**config.mk**
```make
export PLATFORM = sky130hd
export DESIGN_NAME = ctrl_pipe_flat
export DESIGN_NICKNAME = d
export VERILOG_FILES = /design/src/rtl/ctrl_pipe_if.sv /design/src/rtl/ctrl_pipe.sv /design/src/flat_wrapper.sv
export SDC_FILE = /design/constraint.sdc
export NUM_CORES = 1
export LEC_CHECK = 0
export CAP_MARGIN = 20
export CORE_MARGIN = 4
export CORE_UTILIZATION = 48
export DETAILED_ROUTE_END_ITERATION = 16
export PLACE_DENSITY_LB_ADDON = 0.25
export SLEW_MARGIN = 20
export SYNTH_ARGS = -nofsm -noshare
export SYNTH_HDL_FRONTEND = slang
export SYNTH_SLANG_ARGS = --single-unit
```
**constraint.sdc**
```tcl
create_clock -name clk -period 2.6 [get_ports clk]
set_input_delay 0.52 -clock clk [delete_from_list [all_inputs] [get_ports clk]]
set_output_delay 0.52 -clock clk [all_outputs]
set_load 0.02 [all_outputs]
```
**src/rtl/ctrl_pipe_if.sv**
```systemverilog
// Control-pipeline bus: decode-side inputs, per-stage hold/clear, and the
// per-stage control words plus multicycle-op status coming back out.
interface ctrl_pipe_if #(
    parameter int CW     = 16,
    parameter int STAGES = 3
);
    logic [CW-1:0]        ctrlD;
    logic                 validD;
    logic                 mcD;
    logic [STAGES-1:0]    stall;
    logic [STAGES-1:0]    flush;
    logic [STAGES*CW-1:0] ctrl_o;
    logic [STAGES-1:0]    valid_o;
    logic                 stall_req;
    logic                 mc_busy;
    logic                 mc_done;

    modport master (
        output ctrlD, validD, mcD, stall, flush,
        input  ctrl_o, valid_o, stall_req, mc_busy, mc_done
    );

    modport slave (
        input  ctrlD, validD, mcD, stall, flush,
        output ctrl_o, valid_o, stall_req, mc_busy, mc_done
    );
endinterface

```
**src/rtl/ctrl_pipe.sv**
```systemverilog
// Control-word pipeline (E, M, W, ...) with per-stage stall/flush and a
// multicycle-op sequencer that holds stage 0 for MC_CYCLES+1 cycles.
//
// state | meaning
// IDLE  | no multicycle op running; requests a stall when stage 0 holds one
// BUSY  | down-counter running from MC_CYCLES-1 to 0, stall requested
// DONE  | one-cycle completion: mc_done pulses, stage-0 mc flag cleared
module ctrl_pipe #(
    parameter int CW        = 16,
    parameter int STAGES    = 3,
    parameter int MC_CYCLES = 32
) (
    input  logic        clk,
    input  logic        rst,
    ctrl_pipe_if.slave  bus
);

    typedef enum logic [1:0] {IDLE, BUSY, DONE} state_t;

    localparam logic [7:0] CNT_LOAD = 8'(MC_CYCLES - 1);

    logic [STAGES-1:0] valid_q, valid_d;
    logic [CW-1:0]     word_q [STAGES];
    logic [CW-1:0]     word_d [STAGES];
    logic              mc_q, mc_d;
    state_t            state_q, state_d;
    logic [7:0]        cnt_q, cnt_d;

    logic [STAGES-1:0] in_v;
    logic [CW-1:0]     in_w [STAGES];
    logic              stall_req, mc_busy, mc_done;

    // Stage inputs: a stalled upstream stage hands down a bubble, not a copy.
    always_comb begin
        in_v    = '0;
        in_v[0] = bus.validD;
        in_w[0] = bus.ctrlD;
        for (int k = 1; k < STAGES; k++) begin
            in_v[k] = valid_q[k-1] & ~bus.stall[k-1];
            in_w[k] = word_q[k-1];
        end
    end

    // Per-stage update: flush beats stall beats load; invalid stages carry word 0.
    always_comb begin
        valid_d = valid_q;
        word_d  = word_q;
        for (int k = 0; k < STAGES; k++) begin
            if (bus.flush[k]) begin
                valid_d[k] = 1'b0;
                word_d[k]  = '0;
            end else if (!bus.stall[k]) begin
                valid_d[k] = in_v[k];
                word_d[k]  = in_v[k] ? in_w[k] : '0;
            end
        end
    end

    // Stage-0 mc flag; DONE clears it even while stage 0 is held so the op cannot restart.
    always_comb begin
        mc_d = mc_q;
        if (bus.flush[0]) begin
            mc_d = 1'b0;
        end else if (bus.stall[0]) begin
            if (state_q == DONE) begin
                mc_d = 1'b0;
            end
        end else begin
            mc_d = bus.validD & bus.mcD;
        end
    end

    // Multicycle sequencer next-state, timer and status outputs.
    always_comb begin
        state_d   = state_q;
        cnt_d     = cnt_q;
        stall_req = 1'b0;
        mc_busy   = 1'b0;
        mc_done   = 1'b0;
        case (state_q)
            IDLE: begin
                if (valid_q[0] && mc_q) begin
                    stall_req = 1'b1;
                    // A flush in the same cycle empties stage 0, so there is nothing to run.
                    if (!bus.flush[0]) begin
                        state_d = BUSY;
                        cnt_d   = CNT_LOAD;
                    end
                end
            end
            BUSY: begin
                stall_req = 1'b1;
                mc_busy   = 1'b1;
                if (bus.flush[0]) begin
                    state_d = IDLE;
                    cnt_d   = '0;
                end else if (cnt_q == '0) begin
                    state_d = DONE;
                end else begin
                    cnt_d = cnt_q - 8'd1;
                end
            end
            DONE: begin
                mc_done = ~bus.flush[0];
                state_d = IDLE;
                cnt_d   = '0;
            end
            default: begin
                state_d = IDLE;
                cnt_d   = '0;
            end
        endcase
    end

    // Register stage contents and sequencer state; reset overrides everything.
    always_ff @(posedge clk) begin
        if (!rst) begin
            valid_q <= '0;
            for (int k = 0; k < STAGES; k++) begin
                word_q[k] <= '0;
            end
            mc_q    <= 1'b0;
            state_q <= IDLE;
            cnt_q   <= '0;
        end else begin
            valid_q <= valid_d;
            for (int k = 0; k < STAGES; k++) begin
                word_q[k] <= word_d[k];
            end
            mc_q    <= mc_d;
            state_q <= state_d;
            cnt_q   <= cnt_d;
        end
    end

    for (genvar g = 0; g < STAGES; g++) begin : g_pack
        assign bus.ctrl_o[g*CW +: CW] = word_q[g];
    end

    assign bus.valid_o   = valid_q;
    assign bus.stall_req = stall_req;
    assign bus.mc_busy   = mc_busy;
    assign bus.mc_done   = mc_done;

endmodule

```
**src/flat_wrapper.sv**
```systemverilog
// flat-port wrapper written by rule: the top's interface ports become plain ports
module ctrl_pipe_flat 
#(
    parameter int CW        = 16,
    parameter int STAGES    = 3,
    parameter int MC_CYCLES = 32
)
  (clk, rst, bus_ctrlD, bus_validD, bus_mcD, bus_stall, bus_flush, bus_ctrl_o, bus_valid_o, bus_stall_req, bus_mc_busy, bus_mc_done);
  ctrl_pipe_if #(.CW(CW), .STAGES(STAGES)) bus_i ();
  input  logic clk;
  input  logic rst;
  input wire logic [$bits(bus_i.ctrlD)-1:0] bus_ctrlD;
  input wire logic [$bits(bus_i.validD)-1:0] bus_validD;
  input wire logic [$bits(bus_i.mcD)-1:0] bus_mcD;
  input wire logic [$bits(bus_i.stall)-1:0] bus_stall;
  input wire logic [$bits(bus_i.flush)-1:0] bus_flush;
  output wire logic [$bits(bus_i.ctrl_o)-1:0] bus_ctrl_o;
  output wire logic [$bits(bus_i.valid_o)-1:0] bus_valid_o;
  output wire logic [$bits(bus_i.stall_req)-1:0] bus_stall_req;
  output wire logic [$bits(bus_i.mc_busy)-1:0] bus_mc_busy;
  output wire logic [$bits(bus_i.mc_done)-1:0] bus_mc_done;
  assign bus_i.ctrlD = bus_ctrlD;
  assign bus_i.validD = bus_validD;
  assign bus_i.mcD = bus_mcD;
  assign bus_i.stall = bus_stall;
  assign bus_i.flush = bus_flush;
  assign bus_ctrl_o = bus_i.ctrl_o;
  assign bus_valid_o = bus_i.valid_o;
  assign bus_stall_req = bus_i.stall_req;
  assign bus_mc_busy = bus_i.mc_busy;
  assign bus_mc_done = bus_i.mc_done;
  ctrl_pipe #(.CW(CW), .STAGES(STAGES), .MC_CYCLES(MC_CYCLES)) u_core (.clk(clk), .rst(rst), .bus(bus_i));
endmodule
```
==> metrics, run 1 <==
Slew @ Worst Pin 1031 ps; Synth Area per Inst 9.463 um^2; DRT iter0 DRCs 145; synthesized instance count 252; DRT Wirelength 6065 um; Post-CTS Resized 0; TritonCTS Buffers 9; I/O pin count 80; Vias 2,160; share of layout cells above drive strength 1 0.08709; setup ws final 375.1 ps; WP data arrival 1700 ps; Worst-path clk slew 70 ps; Rel. slew slack 0.3098; I/O Buffers 79; Setup CP Type reg2out; Hold Buf Count CTS 0; pre-CTS worst setup slack 235.8 ps; #FFs+latches synth 62; worst skew pair latency 340 ps; post-synth net total 280; Die ar. 6160 um^2; H-Tree Depth 3; FF/Latch Area 1241 um^2; first-pass GRT wire length 10,010 um; largest net degree at the start of global routing 19; global placement routability congestion 0.8197; CP required 2080 ps; Initial Util 0.5016; CP endpoint kind primary output; Area Growth Syn to Fin 41.87%; CTS tree yes; crit-path max FO 10; grt total ovfl 0; vias in the first global route 1,956; Seq/Total Area, Yosys 0.5205; setup TNS 0 ps; YS warnings 0; row cnt 25; Tot GR Track Use 0.2089; pwr dens 703.6 nW/um^2; Nets 357; # DRC 0; hold crit path type reg2reg; Pleak 0.001170 uW; Startpoint Class flop; Slew Viols, Final 0; initial antenna violation count 0; Clock Sinks 62; 1st-pass router iterations 4; post-layout min period 2225 ps; FMAX 449.5 MHz; # setup viols final 0; max_cap viols 0; CTS Buffer Depth 2; HPWL after DPL 4380 um; footprint of the multi-input gates 1041 um^2; die width 78.49 um; Setup Buffers After CTS 0; Detail Route Antenna Nets 0; final period utilization 0.8557; fillers 387; die height 78.49 um; RSZ-0062 raised after global routing false; Core Area 4755 um^2; Synth cell types 36; status complete, no violations; DR WL/cell 15.16 um; vias per inst 5.400; worst vdd ir 0.5795 mV; Root Driver clkbuf_8; Mapped Area 2385 um^2; Hold Vio Cnt, Final 0; worst clock skew 4.956 ps; Antenna diodes 0
## cells in the mapped netlist (all sizes together)
library cell | number | area [um^2]
xnor2 | 2 | 17.52
nand2b | 6 | 37.54
nand2 | 8 | 30.03
o211ai | 1 | 7.510
ha | 2 | 25.02
and2b | 1 | 8.760
a32oi | 1 | 8.760
a22o | 1 | 8.760
o21a | 1 | 7.510
buf | 10 | 60.06
clkbuf | 8 | 30.03
nor4 | 2 | 27.53
nor2b | 1 | 6.260
and3 | 1 | 11.26
mux2i | 3 | 30.03
a22oi | 48 | 360.4
nor3 | 2 | 10.01
nor2 | 60 | 225.2
dfxtp | 62 | 1241
nand4 | 4 | 40.04
a21oi | 9 | 45.04
a32o | 2 | 21.27
nor3b | 5 | 58.80
nand3b | 1 | 7.510
inv | 4 | 15.01
o21ai | 3 | 15.01
nand3 | 1 | 5.000
a311oi | 2 | 17.52
and2 | 1 | 6.260
## worst max-delay path, stage by stage, from the launching register on
cell and delay, ps:
dfxtp_1 530, inv_1 110, nor2_1 110, clkdlybuf4s50_1 620
## logic make-up (layout without fill, tap and decap cells)
kind of cell / Yosys count / count (layout) / synth area share
mux: 3 / 3 / 0.01259
compound gates: 68 / 68 / 0.2062
simple gates: 93 / 93 / 0.1989
fa+ha+maj: 2 / 2 / 0.01049
buf+inv: 22 / 103 / 0.04407
flops: 62 / 62 / 0.5205
xor+xnor: 2 / 2 / 0.007347
## flip-flops by register name (all words and copies together), names as in the netlist
signal / cells
u_core.bus.valid_o: 3
u_core.bus.ctrl_o: 48
u_core.mc_q: 1
u_core.cnt_q: 8
u_core.state_q: 2
## report_power, final
group	internal (uW)	switching, uW	leakage, uW	total (uW)
clock network	387	361	0.0000910	748
registers	1000	71.5	0.000501	1070
logic	259	301	0.000579	560
## final cells by class
cell class / instances / area share
clock inverter: 4 / 0.006657
timing repair buffer: 84 / 0.2448
inverter: 4 / 0.004438
clock buffer: 11 / 0.04475
tap: 67 / 0.02478
multi-input combinational: 168 / 0.3077
sequential: 62 / 0.3669
## placed cells by master, fill, tap and decap left out, drive strengths merged
master and instances:
and2 1, a311oi 2, nand2 8, clkbuf 11, o211ai 1, nor4 2, nand4 4, a32o 2
a21oi 9, dfxtp 62, o21ai 3, clkinv 3, xnor2 2, a22o 1, clkdlybuf4s50 79, nand3b 1
nor2b 1, ha 2, inv 4, nand3 1, and2b 1, nor3 2, a22oi 48, mux2i 3
buf 5, and3 1, clkinvlp 1, a32oi 1, nand2b 6, nor3b 5, nor2 60, o21a 1
## per-layer routing
layer,track usage,vias up,wire length [um]
li1,-,1057,-
met5,0,-,0
met1,0.2588,1040,2682
met4,0.07343,0,66
met3,0.07798,7,325
met2,0.3330,56,2990
## metrics by stage
step | utilization | power (uW) | hold WS (ps) | std cells | area [um^2]
6_report | 0.7116 | 2380 | 486.6 | 400 | 3383
4_1_cts | 0.7111 | 2401 | 486.5 | 400 | 3381
3_3_place_gp | 0.6745 | 1635 | 454.9 | 385 | 3207
2_1_floorplan | - | 1512 | 446.3 | 252 | 2385
5_1_grt | 0.7116 | 2512 | 508.7 | 400 | 3383
3_5_place_dp | 0.6745 | 1650 | 472.1 | 385 | 3207
## final timing paths
check                        start               endpoint  slack [ps]  cells after the start
min                u_core.cnt_q[7]        u_core.cnt_q[7]         490                      2
max reg2reg  u_core.bus.valid_o[0]  u_core.bus.ctrl_o[29]         900                      3
max              u_core.state_q[0]            bus_mc_busy         380                      3
min reg2reg        u_core.cnt_q[7]        u_core.cnt_q[7]         490                      2
No activity file was read; power rests on OpenSTA's default activity.
==> inputs of run 2 (changes only) <==
--- a/config.mk
+++ b/config.mk
@@ -9,7 +9,7 @@
 export CORE_MARGIN = 4
 export CORE_UTILIZATION = 48
 export DETAILED_ROUTE_END_ITERATION = 16
-export PLACE_DENSITY_LB_ADDON = 0.25
+export PLACE_DENSITY_LB_ADDON = 0.3
 export SLEW_MARGIN = 20
 export SYNTH_ARGS = -nofsm -noshare
 export SYNTH_HDL_FRONTEND = slang
==> run 2 against run 1 <==
Against the previous run: flip-flop and latch count stayed put; count of clock-buffer cells in the layout stayed put; wire length is 1.5% lower; first-iteration DRC count is 29% lower; die area stayed put; fmax is 0.97% higher; power is 2.5% higher.
==> metrics, run 2 (synthesis results as in run 1) <==
Cell Area, Placed 3214 um^2 (+0.23%); vias in the first global route 2,069 (+5.8%); global placement routability congestion 0.8211 (+0.17%); Hold Vio Cnt, Final 0 (unchanged); switching part of the total power 0.2945 (-0.01383); row cnt 25 (unchanged); worst vdd ir 0.6542 mV (+13%); RSZ-0062 raised after global routing false; I/O pin count 80 (unchanged); vias per inst 5.406 (+0.12%); Rel. slew slack 0.3167 (+0.006896); max reg flops 48 (unchanged); Clock Sinks 62 (unchanged); DRT Wirelength 5976 um (-1.5%); crit-path max FO 10 (unchanged); # DRC 0 (unchanged); CP endpoint kind primary output; Core Area 4755 um^2 (unchanged); max_cap viols 0 (unchanged); die height 78.49 um (unchanged); Detail Route Antenna Nets 0 (unchanged); Setup CP Type reg2out; Startpoint Class flop; power share of the clock group 0.329 (+0.015); post-layout min period 2203 ps (-21.44 ps); Area Growth Syn to Fin 42.71%; Nets 358 (+0.28%); highest-count cells in the layout ignoring fill and taps clkdlybuf4s50_1, dfxtp_1, nor2_1; HPWL after DPL 4486 um (+2.4%); largest net degree at the start of global routing 20 (+1); Non-Filler Instances 401 (+0.25%); most common cell after layout, fill and taps aside clkdlybuf4s50_1; grt total ovfl 0 (unchanged); Post-Place Cells 386 (+0.26%); hold crit path type reg2reg; crit-path cells inv_1 > nor2_1 > clkdlybuf4s50_1; fin area 3403 um^2 (+0.59%); I/O Buffers 79 (unchanged); Setup Buffers After CTS 0 (unchanged); first-pass GRT wire length 10,120 um (+1.2%); Pleak 0.001179 uW (+0.71%); initial antenna violation count 0 (unchanged); pwr dens 716.6 nW/um^2 (+1.9%); Post-CTS Resized 0 (unchanged); CP required 2080 ps (about the same); TritonCTS Buffers 9 (unchanged); Antenna diodes 0 (unchanged); final period utilization 0.8475 (-0.008245); DRT iter0 DRCs 103 (-29%); DR WL/cell 14.90 um (-1.7%); combinational power share 0.231 (-0.004); sequential share of power 0.440 (-0.011); # setup viols final 0 (unchanged); Initial Util 0.5016 (unchanged); CTS tree yes; Tot GR Track Use 0.2089 (about the same); Hold Buf Count CTS 0 (unchanged); setup TNS 0 ps (unchanged); Vias 2,168 (+0.37%); 1st-pass router iterations 4 (unchanged); slowest CP cell clkdlybuf4s50_1; Root Driver clkbuf_8; WP data arrival 1680 ps (-20 ps); Top delay family on crit path buffers and inverters; CTS Buffer Depth 2 (unchanged); Slew Viols, Final 0 (unchanged); internal power 1721 uW (+4.5%); Slew @ Worst Pin 1020 ps (-10.30 ps); status complete, no violations; setup ws final 396.5 ps (+21.44 ps); pre-CTS worst setup slack 217.8 ps (-18.00 ps); worst clock skew 6.271 ps (+1.315 ps); H-Tree Depth 3 (unchanged); share of layout cells above drive strength 1 0.08383 (-0.003255); crit-path max cell delay 610 ps (about the same); Final Util 0.7158 (+0.004210); die width 78.49 um (unchanged); worst skew pair latency 330 ps (about the same); WP buf/inv 2 (unchanged); Die ar. 6160 um^2 (unchanged); switching power 718.3 uW (-2.1%); FMAX 453.8 MHz (+0.97%); Worst-path clk slew 60 ps (about the same)
==> run 2: worst paths after layout <==
check / startpoint / end / slack [ps] / cells past startpoint
setup / recovery: u_core.state_q[0] / bus_mc_busy / 400 / 3
hold / removal: u_core.cnt_q[7] / u_core.cnt_q[7] / 480 / 2
setup reg to reg: u_core.bus.valid_o[0] / u_core.bus.ctrl_o[30] / 990 / 3
hold reg to reg: u_core.cnt_q[7] / u_core.cnt_q[7] / 480 / 2
==> run 2: area by class of cell <==
cell class,count,area [um^2]
Fill cell,378,1351
Multi-Input combinational cell,168,1039
Tap cell,67,83.83
Inverter,4,15.01
Timing Repair Buffer,85,835.8
Clock buffer,11,141.4
Sequential cell,62,1241
Clock inverter,4,47.55
==> run 2: metal layers <==
layer | vias up | GRT usage | share of wire
met4 | 0 | 0.06818 | 0.016
met5 | - | 0 | 0
li1 | 1059 | - | -
met2 | 68 | 0.3399 | 0.51
met1 | 1031 | 0.2579 | 0.42
met3 | 10 | 0.07339 | 0.058
==> run 2: power by group through the flow <==
stage | Combinational (uW) | Clock, uW | Sequential [uW]
floorplan | 450 | 0 | 1060
global route | 622 | 865 | 1080
detailed placement | 562 | 0 | 1090
global placement | 544 | 0 | 1090
CTS | 566 | 815 | 1070
finish | 563 | 803 | 1070
==> run 2: worst min-delay path, delay by kind of cell (launching register included) <==
kind	cells	cell delay, ps
mux	1	60
flops	1	320
simple gates	1	50
==> run 2: per-stage QoR <==
step / hold slack (ps) / power [uW]
2_1_floorplan: 446.3 / 1512
3_3_place_gp: 454.9 / 1635
3_5_place_dp: 474.5 / 1655
4_1_cts: 484.5 / 2454
5_1_grt: 502.4 / 2571
6_report: 483.7 / 2439
==> inputs of run 3 (changes only) <==
--- a/config.mk
+++ b/config.mk
@@ -7,7 +7,7 @@
 export LEC_CHECK = 0
 export CAP_MARGIN = 20
 export CORE_MARGIN = 4
-export CORE_UTILIZATION = 48
+export CORE_UTILIZATION = 41
 export DETAILED_ROUTE_END_ITERATION = 16
 export PLACE_DENSITY_LB_ADDON = 0.3
 export SLEW_MARGIN = 20
==> constraint.sdc (replaced) <==
create_clock -name clk -period 1.8 [get_ports clk]
set_input_delay 0.36 -clock clk [delete_from_list [all_inputs] [get_ports clk]]
set_output_delay 0.36 -clock clk [all_outputs]
set_load 0.02 [all_outputs]
==> run 3 against run 2 <==
Against the previous run: count of clock-buffer cells in the layout grew 1; first-iteration DRC count increased by 56%; flip-flop and latch count did not move; final area grew 2.8%; via count up 0.14%; die area increased by 15%; register-to-register slack lost 690 ps; non-clock buffer count rose by 10; wire length up 4.6%; sequential share of layout area decreased by 1.0 points; clock skew barely moved.
==> metrics, run 3 (synthesis results as in run 1) <==
most common cell after layout, fill and taps aside clkdlybuf4s50_1; WP data arrival 1360 ps (-320 ps); Startpoint Class flop; row cnt 27 (+8.0%); CP required 1440 ps (-640 ps); DRT Wirelength 6248 um (+4.6%); first-pass GRT wire length 10,160 um (+0.41%); # setup viols final 0 (unchanged); Worst-path clk slew 60 ps (about the same); I/O Buffers 79 (unchanged); DRT iter0 DRCs 161 (+56%); Core Area 5574 um^2 (+17%); pwr dens 1037 nW/um^2 (+45%); Pleak 0.001272 uW (+7.9%); global placement routability congestion 0.8536 (+4.0%); worst skew pair latency 330 ps (about the same); status complete, no violations; worst vdd ir 0.7863 mV (+20%); FMAX 581.7 MHz; hold crit path type reg2reg; Setup Buffers After CTS 0 (unchanged); CTS Buffer Depth 2 (unchanged); Slew @ Worst Pin 677.0 ps (-343.4 ps); die width 84.27 um (+7.4%); Clock Sinks 62 (unchanged); crit-path max cell delay 630 ps (+20 ps); crit-path max FO 3 (-7); fin area 3500 um^2 (+2.8%); CP endpoint kind primary output; vias per inst 5.219 (-3.5%); Overall Power 3631 uW (+49%); I/O pin count 80 (unchanged); post-layout min period 1719 ps; largest net degree at the start of global routing 19 (-5.0%); max reg flops 48 (unchanged); Hold Buf Count CTS 0 (unchanged); Initial Util 0.4278 (-0.07375); Detail Route Antenna Nets 0 (unchanged); Die ar. 7101 um^2 (+15%); worst clock skew 6.140 ps (-0.1311 ps); Cell Area, Placed 3296 um^2 (+2.5%); setup TNS 0 ps (unchanged); WP buf/inv 1 (-1); Slew Viols, Final 0 (unchanged); max_cap viols 0 (unchanged); HPWL after DPL 4565 um (+1.8%); share of layout cells above drive strength 1 0.1105 (+0.02663); Setup CP Type reg2out; Worst Hold Margin 481.4 ps (-2.324 ps); Rel. slew slack 0.5482 (+0.2314); vias in the first global route 2,058 (-0.53%); # DRC 0 (unchanged); TritonCTS Buffers 9 (unchanged); Tot GR Track Use 0.1761 (-0.03276); die height 84.27 um (+7.4%); final period utilization 0.9550; grt total ovfl 0 (unchanged); Vias 2,171 (+0.14%); initial antenna violation count 0 (unchanged); Nets 368 (+2.8%); DR WL/cell 15.02 um (+0.78%); highest-count cells in the layout ignoring fill and taps clkdlybuf4s50_1, dfxtp_1, nor2_1; Antenna diodes 0 (unchanged); CTS tree yes; 1st-pass router iterations 4 (unchanged); slowest CP cell clkdlybuf4s50_1; crit-path cells clkdlybuf4s50_1; H-Tree Depth 3 (unchanged); Top delay family on crit path buffers and inverters; RSZ-0062 raised after global routing false; Hold Vio Cnt, Final 0 (unchanged); Root Driver clkbuf_8; Area Growth Syn to Fin 46.75%
## run 3: cell types whose count changed in the layout (fill, tap and decap cells not counted)
cell / before / now
clkbuf_8: 10 / 11
clkdlybuf4s50_1: 79 / 75
buf_4: 6 / 16
nor3b_2: 2 / 1
clkinv_2: 2 / 1
nor3b_4: 1 / 2
dlymetal6s2s_1: 0 / 1
clkinvlp_4: 1 / 0
dlygate4sd2_1: 0 / 3
clkinv_4: 0 / 1
## run 3: through the flow
| step | setup WS (ps) | util | instances |
|---|---|---|---|
| floorplan | 416.7 | - | 252 |
| global placement | -165.6 | 0.5912 | 401 |
| detailed placement | -206.3 | 0.5912 | 401 |
| CTS | 27.33 | 0.6263 | 416 |
| global route | 10.43 | 0.6278 | 416 |
| finish | 80.92 | 0.6278 | 416 |
## run 3: worst paths after layout
check	start	to	slack (ps)	cells past startpoint
setup / recovery	u_core.bus.valid_o[1]	bus_valid_o[1]	80	1
hold / removal	u_core.cnt_q[7]	u_core.cnt_q[7]	480	2
setup reg to reg	u_core.cnt_q[0]	u_core.cnt_q[4]	300	6
hold reg to reg	u_core.cnt_q[7]	u_core.cnt_q[7]	480	2
## run 3: cell type report
class / instances / area [um^2]
flip-flops and latches: 62 / 1241
multi-input cells: 168 / 1045
clock buffers: 12 / 155.1
clock inverters: 3 / 43.79
repair buffers: 95 / 909.6
fillers: 480 / 2074
well taps: 72 / 90.09
inverters: 4 / 15.01
## run 3: power by group
group	total (uW)	internal [uW]	switching [uW]	leakage, uW
sequential	1520	1450	71.2	0.000501
clock	1210	708	502	0.000102
combinational	904	420	484	0.000669
## run 3: per-layer routing
metal / GRT usage / wire length (um) / vias up
met1: 0.2167 / 2742 / 1025
met4: 0.04386 / 38 / 0
li1: - / - / 1078
met2: 0.2941 / 3057 / 64
met5: 0 / 0 / -
met3: 0.06281 / 410 / 4
## run 3: what timing repair did
| action | CTS | global route |
|---|---|---|
| endpoints found under the setup margin | 3 | 13 |
| endpoints found under the hold margin | 0 | 0 |
| resized for setup | 3 | 2 |
